### config.mk
export PLATFORM = sky130hd
export DESIGN_NAME = sdc_block_server
export DESIGN_NICKNAME = d
export VERILOG_FILES = /design/src/rtl/sdc_block_server.sv
export SDC_FILE = /design/constraint.sdc
export NUM_CORES = 1
export LEC_CHECK = 0
export ABC_CLOCK_PERIOD_IN_PS = 3100
export BUFFER_PORTS_ARGS = -buffer_cell sky130_fd_sc_hd__buf_2
export CORE_ASPECT_RATIO = 1.1
export CORE_MARGIN = 1.5
export CORE_UTILIZATION = 54
export CTS_BUF_LIST = sky130_fd_sc_hd__clkbuf_16
export CTS_CLUSTER_SIZE = 30
export DETAILED_ROUTE_END_ITERATION = 8
export PLACE_DENSITY_LB_ADDON = 0.15
export SLEW_MARGIN = 40
export SYNTH_ARGS = -nofsm -noshare
export SYNTH_HDL_FRONTEND = slang
export SYNTH_SLANG_ARGS = --single-unit
### constraint.sdc
create_clock -name clk -period 3.1 [get_ports clk]
set_input_delay 0.465 -clock clk [delete_from_list [all_inputs] [get_ports clk]]
set_output_delay 0.465 -clock clk [all_outputs]
set_load 0.05 [all_outputs]
### src/rtl/sdc_block_server.sv
// Sector server between the core's per-lane sector interface and a byte-stream block backend.
// Arbitrates lanes, then streams one 512-byte sector into or out of the core's sector buffer.
module sdc_block_server #(
  parameter int unsigned SCSI_DEVS = 2
) (
  input  logic                 clk,
  input  logic                 reset,
  input  logic [SCSI_DEVS+1:0] sdc_image_mounted,
  input  logic [31:0]          sdc_lba,
  input  logic [SCSI_DEVS+1:0] sdc_rd,
  input  logic [SCSI_DEVS+1:0] sdc_wr,
  output logic                 sdc_busy,
  output logic                 sdc_done,
  output logic [7:0]           sdc_data_in,
  output logic                 sdc_data_en,
  output logic [8:0]           sdc_addr,
  input  logic [7:0]           sdc_data_out,
  output logic                 blk_req,
  output logic                 blk_wr,
  output logic [2:0]           blk_dev,
  output logic [31:0]          blk_lba,
  input  logic                 blk_ack,
  input  logic [7:0]           blk_rdata,
  input  logic                 blk_rvalid,
  output logic [7:0]           blk_wdata,
  output logic                 blk_wvalid,
  input  logic                 blk_wready,
  input  logic                 blk_done
);

  localparam int unsigned N     = SCSI_DEVS + 2;
  localparam int unsigned CNT_W = 10;
  localparam logic [CNT_W-1:0] LAST_BYTE = CNT_W'(511);

  typedef enum logic [3:0] {
    S_IDLE, S_REQ, S_RD, S_WFETCH, S_WPRES, S_WEND, S_ZERO, S_DONE, S_REL
  } state_t;

  state_t           r_state, w_state_nxt;
  logic             r_busy, w_busy_nxt;
  logic             r_done, w_done_nxt;
  logic [7:0]       r_data_in, w_data_in_nxt;
  logic             r_data_en, w_data_en_nxt;
  logic [8:0]       r_addr, w_addr_nxt;
  logic [CNT_W-1:0] r_count, w_count_nxt;
  logic             r_blk_req, w_blk_req_nxt;
  logic             r_blk_wr, w_blk_wr_nxt;
  logic [2:0]       r_blk_dev, w_blk_dev_nxt;
  logic [31:0]      r_blk_lba, w_blk_lba_nxt;
  logic [7:0]       r_wdata, w_wdata_nxt;
  logic             r_wvalid, w_wvalid_nxt;

  logic       w_hit, w_pick_rd, w_pick_mnt, w_lane_act;
  logic [2:0] w_pick_lane;

  // Lowest requesting lane wins; also track whether the latched lane still holds its request.
  always_comb begin
    w_hit       = 1'b0;
    w_pick_rd   = 1'b0;
    w_pick_mnt  = 1'b0;
    w_pick_lane = 3'd0;
    w_lane_act  = 1'b0;
    for (int i = 0; i < int'(N); i++) begin
      if (!w_hit && (sdc_rd[i] || sdc_wr[i])) begin
        w_hit       = 1'b1;
        w_pick_rd   = sdc_rd[i];
        w_pick_mnt  = sdc_image_mounted[i];
        w_pick_lane = 3'(i);
      end
      if (r_blk_dev == 3'(i)) begin
        w_lane_act = sdc_rd[i] || sdc_wr[i];
      end
    end
  end

  always_comb begin
    w_state_nxt   = r_state;
    w_busy_nxt    = r_busy;
    w_done_nxt    = 1'b0;
    w_data_in_nxt = r_data_in;
    w_data_en_nxt = 1'b0;
    w_addr_nxt    = r_addr;
    w_count_nxt   = r_count;
    w_blk_req_nxt = r_blk_req;
    w_blk_wr_nxt  = r_blk_wr;
    w_blk_dev_nxt = r_blk_dev;
    w_blk_lba_nxt = r_blk_lba;
    w_wdata_nxt   = r_wdata;
    w_wvalid_nxt  = r_wvalid;
    case (r_state)
      S_IDLE: begin
        if (w_hit) begin
          w_blk_dev_nxt = w_pick_lane;
          w_blk_wr_nxt  = !w_pick_rd;
          w_blk_lba_nxt = sdc_lba;
          w_busy_nxt    = 1'b1;
          w_count_nxt   = '0;
          // Address 0 is presented early so the first write byte is ready when fetching starts.
          w_addr_nxt    = 9'd0;
          if (w_pick_mnt) begin
            w_state_nxt   = S_REQ;
            w_blk_req_nxt = 1'b1;
          end else begin
            w_state_nxt = S_ZERO;
          end
        end
      end
      S_REQ: begin
        if (blk_ack) begin
          w_blk_req_nxt = 1'b0;
          w_state_nxt   = r_blk_wr ? S_WFETCH : S_RD;
        end
      end
      S_RD: begin
        if (blk_rvalid && !r_count[9]) begin
          w_data_in_nxt = blk_rdata;
          w_data_en_nxt = 1'b1;
          w_addr_nxt    = r_count[8:0];
          w_count_nxt   = r_count + CNT_W'(1);
        end
        if (blk_done) begin
          w_state_nxt = S_DONE;
          w_done_nxt  = 1'b1;
          w_busy_nxt  = 1'b0;
        end
      end
      S_WFETCH: begin
        if (blk_done) begin
          w_state_nxt = S_DONE;
          w_done_nxt  = 1'b1;
          w_busy_nxt  = 1'b0;
        end else begin
          w_state_nxt  = S_WPRES;
          w_wdata_nxt  = sdc_data_out;
          w_wvalid_nxt = 1'b1;
          // Prefetch the next buffer byte while this one is being handed to the backend.
          if (r_count != LAST_BYTE) begin
            w_addr_nxt = r_count[8:0] + 9'd1;
          end
        end
      end
      S_WPRES: begin
        if (blk_done) begin
          w_wvalid_nxt = 1'b0;
          w_state_nxt  = S_DONE;
          w_done_nxt   = 1'b1;
          w_busy_nxt   = 1'b0;
        end else if (blk_wready) begin
          w_wvalid_nxt = 1'b0;
          w_count_nxt  = r_count + CNT_W'(1);
          w_state_nxt  = (r_count == LAST_BYTE) ? S_WEND : S_WFETCH;
        end
      end
      S_WEND: begin
        if (blk_done) begin
          w_state_nxt = S_DONE;
          w_done_nxt  = 1'b1;
          w_busy_nxt  = 1'b0;
        end
      end
      S_ZERO: begin
        if (!r_blk_wr && !r_count[9]) begin
          w_data_in_nxt = 8'h00;
          w_data_en_nxt = 1'b1;
          w_addr_nxt    = r_count[8:0];
          w_count_nxt   = r_count + CNT_W'(1);
        end else begin
          w_state_nxt = S_DONE;
          w_done_nxt  = 1'b1;
          w_busy_nxt  = 1'b0;
        end
      end
      S_DONE: begin
        w_state_nxt = S_REL;
      end
      S_REL: begin
        if (!w_lane_act) begin
          w_state_nxt = S_IDLE;
        end
      end
      default: begin
        w_state_nxt = S_IDLE;
      end
    endcase
  end

  always_ff @(posedge clk) begin
    if (reset) begin
      r_state   <= S_IDLE;
      r_busy    <= 1'b0;
      r_done    <= 1'b0;
      r_data_in <= 8'd0;
      r_data_en <= 1'b0;
      r_addr    <= 9'd0;
      r_count   <= '0;
      r_blk_req <= 1'b0;
      r_blk_wr  <= 1'b0;
      r_blk_dev <= 3'd0;
      r_blk_lba <= 32'd0;
      r_wdata   <= 8'd0;
      r_wvalid  <= 1'b0;
    end else begin
      r_state   <= w_state_nxt;
      r_busy    <= w_busy_nxt;
      r_done    <= w_done_nxt;
      r_data_in <= w_data_in_nxt;
      r_data_en <= w_data_en_nxt;
      r_addr    <= w_addr_nxt;
      r_count   <= w_count_nxt;
      r_blk_req <= w_blk_req_nxt;
      r_blk_wr  <= w_blk_wr_nxt;
      r_blk_dev <= w_blk_dev_nxt;
      r_blk_lba <= w_blk_lba_nxt;
      r_wdata   <= w_wdata_nxt;
      r_wvalid  <= w_wvalid_nxt;
    end
  end

  assign sdc_busy    = r_busy;
  assign sdc_done    = r_done;
  assign sdc_data_in = r_data_in;
  assign sdc_data_en = r_data_en;
  assign sdc_addr    = r_addr;
  assign blk_req     = r_blk_req;
  assign blk_wr      = r_blk_wr;
  assign blk_dev     = r_blk_dev;
  assign blk_lba     = r_blk_lba;
  assign blk_wdata   = r_wdata;
  assign blk_wvalid  = r_wvalid;

endmodule

-- Word-level counts from Yosys, hierarchy flattened
Index checks and enable logic that the tools add are counted.
- register bits after elaboration: 80
- word-level logic and storage cells: 141
- add/subtract/negate cells: 2
- equality and inequality tests: 27
- multiplexer cells: 64
- bitwise logic cells: 1
- reduce and logical (&&, ||, !) cells: 34
- operators by type and width (operator ; count):
    10-bit two-way mux ; 5
    9-bit two-way mux ; 5
    10-bit case mux with 4 select lines ; 1
    9-bit case mux with 4 select lines ; 1
    4-bit case mux with 8 select lines ; 1
    1-bit two-way mux ; 31
    4-bit two-way mux ; 7
    2-bit inequality test (second input constant) ; 11
    6-bit AND reduction ; 3
    4-bit by 3-bit equality test with 1-bit output (second input constant) ; 4
    8-bit two-way mux ; 2
    8-bit case mux with 2 select lines ; 1
    3-bit two-way mux ; 4
    10-bit by 1-bit adder with 10-bit output (second input constant) ; 1
    10-bit by 9-bit equality test with 1-bit output (second input constant) ; 1
    10-bit by 9-bit inequality test with 1-bit output (second input constant) ; 1
    9-bit by 1-bit adder with 9-bit output (second input constant) ; 1
    4-bit by 2-bit equality test with 1-bit output (second input constant) ; 2
    1-bit case mux with 2 select lines ; 4
    4-bit AND reduction ; 2
    4-bit nonzero test ; 2
    3-bit by 2-bit equality test with 1-bit output (second input constant) ; 2
    1-bit zero test ; 6
    3-bit AND reduction ; 2
    other kinds (17) ; 28

-- Logic depth before layout (Yosys ltp)
- depth in word-level cells: 14
- gate-level depth with buffers: 9
- gate-level depth less buffers: 6

-- Worst setup path before layout
OpenSTA, ideal clock, no wires.
- kind: register -> register
- start: register r_count[0]
- end: register r_addr[2], in the netlist sdc_addr[2]
- setup time: 0.080 ns
- arrival: 1.886 ns
- data required time: 3.020 ns
- path slack: 1.134 ns
- cell stages (with the launch flop): 10
- path buffers: 3
- path through: dfxtp_1 -> ha_1 -> and4_1 -> clkbuf_1 -> a311oi_2 -> o221a_4 -> buf_6 -> buf_12 -> nor2_2 -> a211oi_2
- cells in the longest elaborated chain, start to end: 4
- ends and longest elaborated chain (element ; RTL line ; RTL):
    start: declaration ; 45 ; logic [CNT_W-1:0] r_count, w_count_nxt;
    start signal: assignment ; 209 ; r_count <= w_count_nxt;
    9-bit by 1-bit adder with 9-bit output ; 138 ; w_addr_nxt = r_count[8:0] + 9'd1;
    9-bit two-way mux ; 137 ; if (r_count != LAST_BYTE) begin
    9-bit two-way mux ; 128 ; if (blk_done) begin
    9-bit case mux with 4 select lines ; 90 ; case (r_state)
    end signal: assignment ; 208 ; r_addr <= w_addr_nxt;
    end: declaration ; 44 ; logic [8:0] r_addr, w_addr_nxt;
Parallel ways exist; a longest one is shown, timed or not. The select of a mux whose other input is x is not followed.
A chain may end at the register's enable or synchronous reset.

-- Worst setup path after layout
- start: register r_state[2]
- end: register r_count[9]
- cells in the longest elaborated chain, start to end: 3
- ends and longest elaborated chain (element ; RTL line ; RTL):
    start: declaration ; 39 ; state_t r_state, w_state_nxt;
    start signal: assignment ; 203 ; r_state <= w_state_nxt;
    4-bit by 3-bit equality test with 1-bit output (tied with other cells) ; 90 ;
    4-bit nonzero test (no line) or 2-bit inequality test (tied branches) ; n/a ;
    6-bit AND reduction (no line) ; n/a ;
Parallel ways exist; a longest one is shown, timed or not.

==> impl_metrics.csv <==
group,metric,value,unit
timing,period_minus_slack,2.31,ns
cts,clockBufferDepth,2,
hold_path,hp-class,"input pin to flop",
setup_path,critPathMaxStageDelay,0.74,ns
cts,clock-root-buffer,"clkbuf_16",
global_route,grt_usage,25.0,%
cts,cts_setup_buffers,0,
detailed_routing,dr.pass1.iters,4,
final_layout,drive_above_1_share,32.7,%
setup_path,worst_ep_required_time,3.36,ns
cts,cts.sinks,79,
setup_path,path_buf_inv,1,
power_and_ir_drop,p_int,2.55,mW
die,initial_core_util,56.6,%
final_layout,syn2layout_area_growth,23.4,%
power_and_ir_drop,power_leakage,2.00,nW
synth,synth_edf_count,0,
global_route,antenna_found_initial,0,
timing,setup_violations,0,
job,drv_cap,0,
synth,ys_ff_latch,79,
final_layout,num-fill-cells,583,
setup_path,start_kind,"flop",
setup_path,critPathSlowestCell,"dfxtp_1",
setup_path,criticalPathCategory,"flop to flop",
power_and_ir_drop,p_comb_share,47.7,%
synth,ys_types,70,
final_layout,regArea,0.00158,mm²
die,io_pins,132,
cts,htreeDepth,3,
die,die_area,0.00755,mm²
placement,dp_hpwl,6640,µm
synth,avgSynthCellArea,8.34,µm²
timing,max_slew_margin,49.4,%
global_route,grt_max_degree,39,
timing,hold_viol,0,
timing,finalClockSkew,0.00522,ns
placement,port_buffers,130,
timing,slew_violations,0,
synth,yosys_warnings,0,
global_route,first_global_vias,3396,
setup_path,path_cells,"nand2b_1 > a21oi_2 > o211ai_1 > buf_4 > or4_1 > a211oi_2",
detailed_routing,drc_errors,0,
cts,cts_hold_buf,0,
synth,seq_area_frac_synth,41.6,%
cts,worst_skew_pair.late_latency,0.34,ns
timing,clock.fmax,433,MHz
timing,fin_crit_sh,74.6,%
synth,syn_nets,523,
power_and_ir_drop,power_per_cell_area,1020,mW/mm²
setup_path,arrival,2.57,ns
die,die_w,83.0,µm
detailed_routing,finalWirelength,9410,µm
outcome,status,"finished, final reports clean",
cts,cts_buffers,9,
detailed_routing,wire_per_inst,14.4,µm
cts,cts.repair.resized,0,
timing,worst_slew_pin_slew,0.759,ns
global_route,grt_overflow,0,
power_and_ir_drop,ir_worst_vdd,0.000698,V
synth,syn-cell-area,0.00380,mm²
timing,fin_setup_tns,0,ns
placement,gp_congestion,0.915,
power_and_ir_drop,seqPwrFrac,30.5,%
die,rows,31,
setup_path,cp-end-kind,"flop",
placement,place_area,0.00439,mm²
detailed_routing,ant_nets,0,
final_layout,multi_input_area,0.00198,mm²
final_layout,antenna_cells,0,
setup_path,critPathMaxFanout,19,
synth,syn_inst,456,
die,core,0.00671,mm²
cts,cts_tree,"yes",
synth,ys.flop_type,"dfxtp_1",
detailed_routing,drt-initial-drc-count,189,
power_and_ir_drop,power.switching,2.25,mW
die,die_h,91.0,µm
power_and_ir_drop,clock_power_share,21.8,%
detailed_routing,vias,3687,
detailed_routing,vias_per_cell,5.65,
setup_path,cp_top_family,"flip-flops",
power_and_ir_drop,sw_frac_of_total,46.9,%
final_layout,nets,633,
synth,async_flop_share,0,%
final_layout,stdcell_area,0.00469,mm²
global_route,grt_pass1_wl,15500,µm
cts,clk_pin_slew,0.06,ns
timing,grt_setup_unrepaired,"no",
## cell usage after synthesis, drive strengths merged (4+ instances only)
| cell | number | area [µm²] |
|---|---|---|
| a211oi | 11 | 123 |
| a21oi | 66 | 334 |
| a22oi | 10 | 75.1 |
| a31oi | 5 | 46.3 |
| buf | 21 | 153 |
| clkbuf | 17 | 63.8 |
| dfxtp | 79 | 1580 |
| inv | 7 | 26.3 |
| nand2 | 85 | 322 |
| nand2b | 5 | 31.3 |
| nand3 | 7 | 35.0 |
| nand4 | 4 | 40.0 |
| nor2 | 36 | 143 |
| nor3 | 11 | 65.1 |
| o211ai | 5 | 42.5 |
| o21ai | 25 | 125 |
| o31ai | 5 | 61.3 |
| or4 | 7 | 56.3 |
## power by group through the flow
| stage | Sequential (mW) | Clock [mW] | Combinational [mW] |
|---|---|---|---|
| 2_1_floorplan | 2.12 | 0 | 1.27 |
| 3_3_place_gp | 1.47 | 0 | 2.26 |
| 3_5_place_dp | 1.48 | 0 | 2.29 |
| 4_1_cts | 1.46 | 1.06 | 2.30 |
| 5_1_grt | 1.50 | 1.11 | 2.45 |
| 6_report | 1.46 | 1.04 | 2.29 |
## flip-flops by register name (all words and copies together), names as in the netlist
register / count
sdc_done: 1
sdc_addr: 9
r_count: 10
r_state: 4
blk_dev: 2
blk_wvalid: 1
blk_req: 1
blk_lba: 32
sdc_data_in: 8
blk_wr: 1
sdc_busy: 1
sdc_data_en: 1
blk_wdata: 8
## placed cells by master (no fill, tap or decap), types with 3 or more instances in the layout
cell / n
o211ai_1: 4
mux2i_1: 3
a22oi_1: 10
nor2_2: 3
nand2_1: 84
buf_4: 7
nor2_1: 33
inv_1: 6
o21ai_0: 18
nand3_1: 7
dfxtp_1: 79
nor3_1: 9
buf_2: 130
a21oi_1: 65
o21ai_1: 7
or4_1: 6
nand2b_1: 5
clkinvlp_4: 4
clkbuf_16: 9
or3_1: 3
nand4_1: 3
a211oi_1: 3
a211oi_2: 8
a31oi_1: 4
and2_1: 3
## layout make-up
type                    count  share of cell area, %
clock buffers               9                   4.80
clock inverters             7                   1.57
inverters                   7                  0.560
multi-input cells         332                   42.2
flip-flops and latches     79                   33.7
well taps                  82                   2.19
repair buffers            137                   15.0
## final timing paths
| kind | startpoint | endpoint | slack, ns | cells after the start |
|---|---|---|---|---|
| hold reg to reg | blk_req | blk_req | 0.45 | 2 |
| setup reg to reg | r_state[2] | r_count[9] | 0.79 | 6 |
| hold / removal | sdc_lba[8] | blk_lba[8] | 0.36 | 3 |
| setup / recovery | r_state[2] | r_count[9] | 0.79 | 6 |
## tightest hold or removal path: cells and delay by family
family	cells	cell delay, ns
and+or+nand+nor	1	0.04
buffers and inverters	1	0.09
AOI/OAI and AO/OA	1	0.05
## per-layer routing
metal | routed length (µm) | track usage [%] | vias to the layer above
met3 | 605 | 6.82 | 25
met5 | 0 | 0 | -
li1 | - | - | 1838
met2 | 4530 | 40.9 | 132
met1 | 4050 | 31.2 | 1692
met4 | 225 | 10.0 | 0
## stage by stage
stage                     util (%)  worst slack, ns  hold WS (ns)  std cells  total power, mW
final                         69.9            0.788         0.360        653             4.80
after global routing          69.9            0.604         0.361        653             5.06
after CTS                     69.9            0.799         0.359        653             4.82
after detailed placement      65.4            0.827         0.440        637             3.77
after global placement        65.4            0.901         0.433        637             3.73
after floorplan                  -             1.13         0.482        456             3.39
## logic make-up after synthesis
family	Yosys count	share of synthesized area, %
multiplexers	5	1.68
AND/OR/NAND/NOR	179	23.8
XOR/XNOR	2	0.461
flip-flops	79	41.6
other	1	0.0987
buffers and inverters	45	6.39
adder cells (fa/ha/maj)	1	0.329
AO/OA/AOI/OAI	144	25.7
(Power assumes the default switching activity.)
